--- src/rtl/pms_boot_ctrl_pkg.sv ---
// Shared definitions for the PMS boot-control AXI4-Lite register block:
// register offsets, response codes, FSM state types and the byte-strobe merge.
package pms_boot_ctrl_pkg;

  localparam logic [3:0] OFS_BOOT_ADDR  = 4'h0;
  localparam logic [3:0] OFS_BOOTMODE   = 4'h4;
  localparam logic [3:0] OFS_FETCH_EN   = 4'h8;
  localparam logic [3:0] OFS_EOC_STATUS = 4'hC;

  localparam int unsigned BOOTMODE_W = 2;

  localparam logic [1:0] RESP_OKAY   = 2'b00;
  localparam logic [1:0] RESP_SLVERR = 2'b10;

  typedef enum logic [1:0] {
    WR_IDLE,
    WR_HAVE_AW,
    WR_HAVE_W,
    WR_RESP
  } wr_state_e;

  typedef enum logic {
    RD_IDLE,
    RD_RESP
  } rd_state_e;

  function automatic logic [31:0] strb_merge(input logic [31:0] old_v,
                                             input logic [31:0] new_v,
                                             input logic [3:0]  strb);
    logic [31:0] res;
    res = old_v;
    for (int i = 0; i < 4; i++) begin
      if (strb[i]) res[8*i +: 8] = new_v[8*i +: 8];
    end
    return res;
  endfunction

endpackage

--- src/rtl/pms_boot_ctrl_slv.sv ---
// AXI4-Lite subordinate holding PMS boot address, boot mode, fetch enable and
// the end-of-computation status; independent write and read FSMs.
module pms_boot_ctrl_slv
  import pms_boot_ctrl_pkg::*;
#(
  parameter int unsigned AddrWidth   = 32,
  parameter logic [31:0] BootAddrRst = 32'h1C00_8080
) (
  input  logic                  clk_i,
  input  logic                  rst_ni,
  input  logic [AddrWidth-1:0]  aw_addr_i,
  input  logic                  aw_valid_i,
  output logic                  aw_ready_o,
  input  logic [31:0]           w_data_i,
  input  logic [3:0]            w_strb_i,
  input  logic                  w_valid_i,
  output logic                  w_ready_o,
  output logic [1:0]            b_resp_o,
  output logic                  b_valid_o,
  input  logic                  b_ready_i,
  input  logic [AddrWidth-1:0]  ar_addr_i,
  input  logic                  ar_valid_i,
  output logic                  ar_ready_o,
  output logic [31:0]           r_data_o,
  output logic [1:0]            r_resp_o,
  output logic                  r_valid_o,
  input  logic                  r_ready_i,
  input  logic                  eoc_valid_i,
  input  logic [30:0]           exit_status_i,
  output logic [31:0]           boot_addr_o,
  output logic [BOOTMODE_W-1:0] bootmode_o,
  output logic                  fetch_en_o,
  output logic                  eoc_o
);

  wr_state_e             wr_q, wr_d;
  rd_state_e             rd_q, rd_d;
  logic [AddrWidth-1:0]  aw_addr_q, aw_addr_d;
  logic [31:0]           w_data_q, w_data_d;
  logic [3:0]            w_strb_q, w_strb_d;
  logic [1:0]            b_resp_q, b_resp_d;
  logic [31:0]           r_data_q, r_data_d;
  logic [1:0]            r_resp_q, r_resp_d;
  logic [31:0]           boot_addr_q, boot_addr_d;
  logic [BOOTMODE_W-1:0] bootmode_q, bootmode_d;
  logic                  fetch_en_q, fetch_en_d;
  logic                  eoc_q, eoc_d;
  logic [30:0]           exit_q, exit_d;

  logic                  aw_hs, w_hs, commit, wr_mapped, rd_mapped;
  logic [AddrWidth-1:0]  wr_addr;
  logic [31:0]           wr_data, merged, rd_mux;
  logic [3:0]            wr_strb;
  logic                  unused_addr_bits;

  assign aw_ready_o = (wr_q == WR_IDLE) || (wr_q == WR_HAVE_W);
  assign w_ready_o  = (wr_q == WR_IDLE) || (wr_q == WR_HAVE_AW);
  assign b_valid_o  = (wr_q == WR_RESP);
  assign b_resp_o   = b_resp_q;
  assign ar_ready_o = (rd_q == RD_IDLE);
  assign r_valid_o  = (rd_q == RD_RESP);
  assign r_data_o   = r_data_q;
  assign r_resp_o   = r_resp_q;

  assign boot_addr_o = boot_addr_q;
  assign bootmode_o  = bootmode_q;
  assign fetch_en_o  = fetch_en_q;
  assign eoc_o       = eoc_q;

  assign aw_hs = aw_valid_i && aw_ready_o;
  assign w_hs  = w_valid_i && w_ready_o;

  // The second handshake may take its partner from the buffer or the live bus.
  assign wr_addr   = (wr_q == WR_HAVE_AW) ? aw_addr_q : aw_addr_i;
  assign wr_data   = (wr_q == WR_HAVE_W) ? w_data_q : w_data_i;
  assign wr_strb   = (wr_q == WR_HAVE_W) ? w_strb_q : w_strb_i;
  assign wr_mapped = (wr_addr[AddrWidth-1:4] == '0);
  assign rd_mapped = (ar_addr_i[AddrWidth-1:4] == '0);
  assign unused_addr_bits = ^{wr_addr[1:0], ar_addr_i[1:0]};

  always_comb begin
    wr_d      = wr_q;
    aw_addr_d = aw_addr_q;
    w_data_d  = w_data_q;
    w_strb_d  = w_strb_q;
    commit    = 1'b0;
    unique case (wr_q)
      WR_IDLE: begin
        if (aw_hs && w_hs) begin
          wr_d   = WR_RESP;
          commit = 1'b1;
        end else if (aw_hs) begin
          wr_d      = WR_HAVE_AW;
          aw_addr_d = aw_addr_i;
        end else if (w_hs) begin
          wr_d     = WR_HAVE_W;
          w_data_d = w_data_i;
          w_strb_d = w_strb_i;
        end
      end
      WR_HAVE_AW: if (w_hs) begin
        wr_d   = WR_RESP;
        commit = 1'b1;
      end
      WR_HAVE_W: if (aw_hs) begin
        wr_d   = WR_RESP;
        commit = 1'b1;
      end
      WR_RESP: if (b_ready_i) wr_d = WR_IDLE;
      default: wr_d = WR_IDLE;
    endcase
  end

  always_comb begin
    boot_addr_d = boot_addr_q;
    bootmode_d  = bootmode_q;
    fetch_en_d  = fetch_en_q;
    eoc_d       = eoc_q;
    exit_d      = exit_q;
    b_resp_d    = b_resp_q;
    merged      = strb_merge(boot_addr_q, wr_data, wr_strb);
    if (commit) begin
      b_resp_d = wr_mapped ? RESP_OKAY : RESP_SLVERR;
      if (wr_mapped) begin
        unique case (wr_addr[3:2])
          OFS_BOOT_ADDR[3:2]:  boot_addr_d = merged;
          OFS_BOOTMODE[3:2]:   if (wr_strb[0]) bootmode_d = wr_data[BOOTMODE_W-1:0];
          OFS_FETCH_EN[3:2]:   if (wr_strb[0]) fetch_en_d = wr_data[0];
          OFS_EOC_STATUS[3:2]: if (wr_strb[3] && wr_data[31]) eoc_d = 1'b0;
          default: ;
        endcase
      end
    end
    // A completion strobe overrides a clear landing on the same edge.
    if (eoc_valid_i) begin
      eoc_d  = 1'b1;
      exit_d = exit_status_i;
    end
  end

  always_comb begin
    unique case (ar_addr_i[3:2])
      OFS_BOOT_ADDR[3:2]: rd_mux = boot_addr_q;
      OFS_BOOTMODE[3:2]:  rd_mux = {{(32-BOOTMODE_W){1'b0}}, bootmode_q};
      OFS_FETCH_EN[3:2]:  rd_mux = {31'b0, fetch_en_q};
      default:            rd_mux = {eoc_q, exit_q};
    endcase
    rd_d     = rd_q;
    r_data_d = r_data_q;
    r_resp_d = r_resp_q;
    if (rd_q == RD_IDLE) begin
      if (ar_valid_i) begin
        rd_d     = RD_RESP;
        r_data_d = rd_mapped ? rd_mux : 32'h0;
        r_resp_d = rd_mapped ? RESP_OKAY : RESP_SLVERR;
      end
    end else if (r_ready_i) begin
      rd_d = RD_IDLE;
    end
  end

  always_ff @(posedge clk_i or negedge rst_ni) begin
    if (!rst_ni) begin
      wr_q        <= WR_IDLE;
      rd_q        <= RD_IDLE;
      aw_addr_q   <= '0;
      w_data_q    <= '0;
      w_strb_q    <= '0;
      b_resp_q    <= RESP_OKAY;
      r_data_q    <= '0;
      r_resp_q    <= RESP_OKAY;
      boot_addr_q <= BootAddrRst;
      bootmode_q  <= '0;
      fetch_en_q  <= 1'b0;
      eoc_q       <= 1'b0;
      exit_q      <= '0;
    end else begin
      wr_q        <= wr_d;
      rd_q        <= rd_d;
      aw_addr_q   <= aw_addr_d;
      w_data_q    <= w_data_d;
      w_strb_q    <= w_strb_d;
      b_resp_q    <= b_resp_d;
      r_data_q    <= r_data_d;
      r_resp_q    <= r_resp_d;
      boot_addr_q <= boot_addr_d;
      bootmode_q  <= bootmode_d;
      fetch_en_q  <= fetch_en_d;
      eoc_q       <= eoc_d;
      exit_q      <= exit_d;
    end
  end

endmodule

--- config.mk ---
export PLATFORM = sky130hd
export DESIGN_NAME = pms_boot_ctrl_slv
export DESIGN_NICKNAME = d
export VERILOG_FILES = /design/src/rtl/pms_boot_ctrl_pkg.sv /design/src/rtl/pms_boot_ctrl_slv.sv
export SDC_FILE = /design/constraint.sdc
export NUM_CORES = 1
export LEC_CHECK = 0
export CORE_MARGIN = 3
export CORE_UTILIZATION = 63
export DETAILED_ROUTE_END_ITERATION = 8
export DONT_BUFFER_PORTS = 1
export PLACE_DENSITY = 0.86
export SLEW_MARGIN = 0
export SYNTH_ARGS = -nofsm -noshare
export SYNTH_HDL_FRONTEND = slang
export SYNTH_SLANG_ARGS = --single-unit
--- constraint.sdc ---
create_clock -name clk_i -period 2.4 [get_ports clk_i]
set_input_delay 0.36 -clock clk_i [delete_from_list [all_inputs] [get_ports clk_i]]
set_output_delay 0.36 -clock clk_i [all_outputs]
set_load 0.01 [all_outputs]
==> summary.md <==
| Metric | Value |
|---|---|
| Worst setup EP type | `flop` |
| CTS Buf Count | `17` |
| Syn. warnings | `0` |
| DIE WIDTH | `115.0 µm` |
| I/O pins | `216` |
| Hold Path Class | `in2async` |
| Pre-CTS setup slack | `-0.04960 ns` |
| Htree depth | `4` |
| Seq cells post-synth | `170` |
| Largest area contributor in the netlist | `dfrtp_1` |
| Tmin final | `2.289 ns` |
| Root buffer cell | `clkbuf_16` |
| Post-synth cell types | `40` |
| Total grt overflow | `0` |
| Critical setup path kind | `reg2reg` |
| Pwr dens | `1012 nW/µm²` |
| Clock-pin slew on the worst setup and hold paths | `0.06 ns` |
| PortBufs | `0` |
| GRT Resource Usage Total | `26.66%` |
| Number of global-route vias before repair | `5084` |
| Comb pwr share | `23.8%` |
| Max-cap violations | `0` |
| WHS | `-0.3537 ns` |
| Drt pass-1 iters | `4` |
| Ys async rst share | `100.0%` |
| Reg2Reg Setup Slack | `0.11 ns` |
| Routed vias | `4616` |
| Routed Antenna Nets | `0` |
| Final hold vios | `170` |
| Area growth syn-to-layout | `12.19%` |
| Sequential Power Share | `46.4%` |
| DR WL/cell | `25.36 µm` |
| Syn Std Cell Area | `7485 µm²` |
| Worst Path Max Fanout | `8` |
| Min setup slack post-route | `0.1110 ns` |
| Cell Int Power | `6.191 mW` |
| Period Utilization, post-route | `95.38%` |
| # clock sinks | `170` |
| Die Y | `115.0 µm` |
| Nets@finish | `674` |
| CTS tree | `yes` |
| Initial antenna violation count | `2` |
| Worst Max-Slew Pin Slew | `0.4996 ns` |
| Final Setup Violations | `0` |
| Layout cell share with drive strength beyond 1 | `45.12%` |
| Placer congestion estimate | `0.7791` |
| Clk buf depth | `2` |
| First-pass GRT wire length | `26.81 mm` |
| Post-synth EDFFs | `0` |
| Max-slew headroom | `66.38%` |
| Iteration-0 DRC Markers | `290` |
| Initial Utilization | `64.99%` |
| # Post-CTS Setup Buffers | `0` |
| R2r startpoint | `wr_q[1]` |
| Row cnt | `39` |
| Die area | `13220 µm²` |
| Status | `finished with violations` |
| DP Wirelength | `12.29 mm` |
| Drt drc | `0` |
| Failing checks | `hold timing` |
| Sequential-to-total area share from yosys stat | `56.92%` |
| Total Wirelength | `17.47 mm` |
| WP data arrival | `2.59 ns` |
| Largest net degree at the start of global routing | `171` |
| Avg Cell Area, Syn | `14.39 µm²` |
| Share of the synthesized area in the top cell type | `55.17%` |
| Worst EP required | `2.70 ns` |
| Peak supply drop | `664.2 µV` |
| Skew-Pair Late Insertion Delay | `0.41 ns` |
| Reg2reg path depth | `9` |
| Startpoint types | `flop` |
| Slowest CP cell | `dfrtp_1` |
| Final-report max-slew violation count | `0` |
| Synth top area cells | `dfrtp_1 (55%), mux2_2 (26%), a22o_1 (7.3%), dfstp_2 (1.8%), clkbuf_1 (1.4%)` |
| Critical path cell sequence | `inv_1 -> ha_4 -> buf_4 -> a22oi_1 -> a21oi_1 -> a21boi_4 -> o2111ai_2 -> buf_12 -> mux2_2` |
| R2r endpoint | `boot_addr_o[13]` |
| Clock Skew | `0.006904 ns` |
| Post-synthesis cell count | `520` |
| Slowest stage delay, CP | `0.37 ns` |
| Fin util | `72.91%` |
| Fmax | `436.9 MHz` |
| Core Region | `11520 µm²` |
| Clk network pwr share | `29.8%` |
| Switching Fraction | `27.15%` |
| Number of vias per cell | `6.700` |
| Commonest register cell after synthesis | `dfrtp_1` |
| Sw power | `2.307 mW` |
| Static leakage power | `3.656 nW` |
final cells by class:
type                            instances  area (µm²)
Sequential cell                       170        4260
Multi-Input combinational cell        314        3144
Fill cell                             754        3119
Clock buffer                           22       454.2
Timing Repair Buffer                   21       232.7
Tap cell                              143       178.9
Clock inverter                         10       96.34
Inverter                                6       22.52
Antenna cell                            3       7.507
layout by cell type, fill, tap and decap left out, types with 5 or more instances in the layout:
cell       Yosys  final
buf_12         0      6
o21ai_0        6      6
a22o_1        62     62
nor4_1        14     12
dfrtp_1      165    165
nand4_1        6      6
mux2_2       170    170
buf_4          3     15
inv_1          6      5
nor2_1         7      6
clkbuf_16      0     17
dfstp_2        5      5
repair_timing:
item,in CTS,in global routing
resized for setup,1,9
gates cloned,0,0
endpoints found under the hold margin,170,170
pin swaps,0,1
setup endpoints to repair,30,36
per-stage QoR:
stage | TNS [ns] | hold WS, ns | instance area (µm²) | power (mW) | std cells
after floorplan | 0 | 0.06441 | 7488 | 5.434 | 521
final | 0 | -0.3537 | 8397 | 8.499 | 689
after detailed placement | -0.7539 | 0.06840 | 7786 | 5.948 | 654
after CTS | 0 | -0.3788 | 8344 | 8.494 | 686
after global routing | -0.06286 | -0.3817 | 8394 | 8.950 | 688
after global placement | -0.04640 | 0.06889 | 7786 | 5.768 | 654
routing by layer:
metal  routed length [µm]  vias up  global-route usage [%]  part of all wire [%]
li1                     -     1984                       -                     -
met1                 6249     2376                   30.02                    36
met2                 9124      215                   45.18                    52
met3                 1552       41                   9.211                   8.9
met4                  545        0                   13.30                   3.1
met5                    0        -                       0                     0
Yosys cell counts, types with 2 or more instances:
cell type and count:
o2111ai_2 4, clkbuf_1 27, nand4_1 6, ha_1 5, dfrtp_1 165, nor4_4 2
nor4_1 14, nand3_1 3, or2_2 2, mux2_2 170, a22o_1 62, dfstp_2 5
mux2i_1 2, nor3_1 2, a21oi_1 4, nand2b_1 2, nand2_1 4, nor2_1 7
inv_1 6, buf_4 3, o21ai_0 6
logic make-up after synthesis:
logic type | after synthesis | share of synthesized area (%)
mux | 173 | 26.15
simple gates | 50 | 4.413
other cells | 1 | 0.05010
flops | 170 | 56.92
fa+ha+maj | 5 | 0.8358
buf+inv | 37 | 2.006
compound gates | 84 | 9.629
worst max-delay path: cells and delay by family (launching register included):
family	cells	cell delay (ns)
AO/OA/AOI/OAI	4	0.85
adder cells (fa/ha/maj)	1	0.21
buffers and inverters	3	0.47
flip-flops	1	0.37
multiplexers	1	0.27
state kept, by name, indices dropped and copies added (netlist names):
register and cells:
w_strb_q 4, b_resp_o 1, boot_addr_o 32, r_resp_o 1, exit_q 31, wr_q 2, aw_addr_q 30, fetch_en_o 1
r_data_o 32, w_data_q 32, bootmode_o 2, eoc_o 1, r_valid_o 1
worst max path at each step:
stage | start | to | depth (start not counted)
after floorplan | wr_q[1] | boot_addr_o[10] | 8
after global placement | wr_q[1] | boot_addr_o[13] | 9
after detailed placement | wr_q[1] | boot_addr_o[13] | 9
after CTS | wr_q[0] | boot_addr_o[4] | 8
after global routing | wr_q[0] | boot_addr_o[13] | 7
final | wr_q[1] | boot_addr_o[13] | 9
power by group through the flow:
stage | clock network [mW] | registers, mW | logic (mW)
finish | 2.53 | 3.94 | 2.02
global route | 2.72 | 4.02 | 2.21
CTS | 2.58 | 3.91 | 2.00
detailed placement | 0 | 3.96 | 1.99
global placement | 0 | 3.90 | 1.87
floorplan | 0 | 3.85 | 1.59
Power figures use the tool's default switching activity.
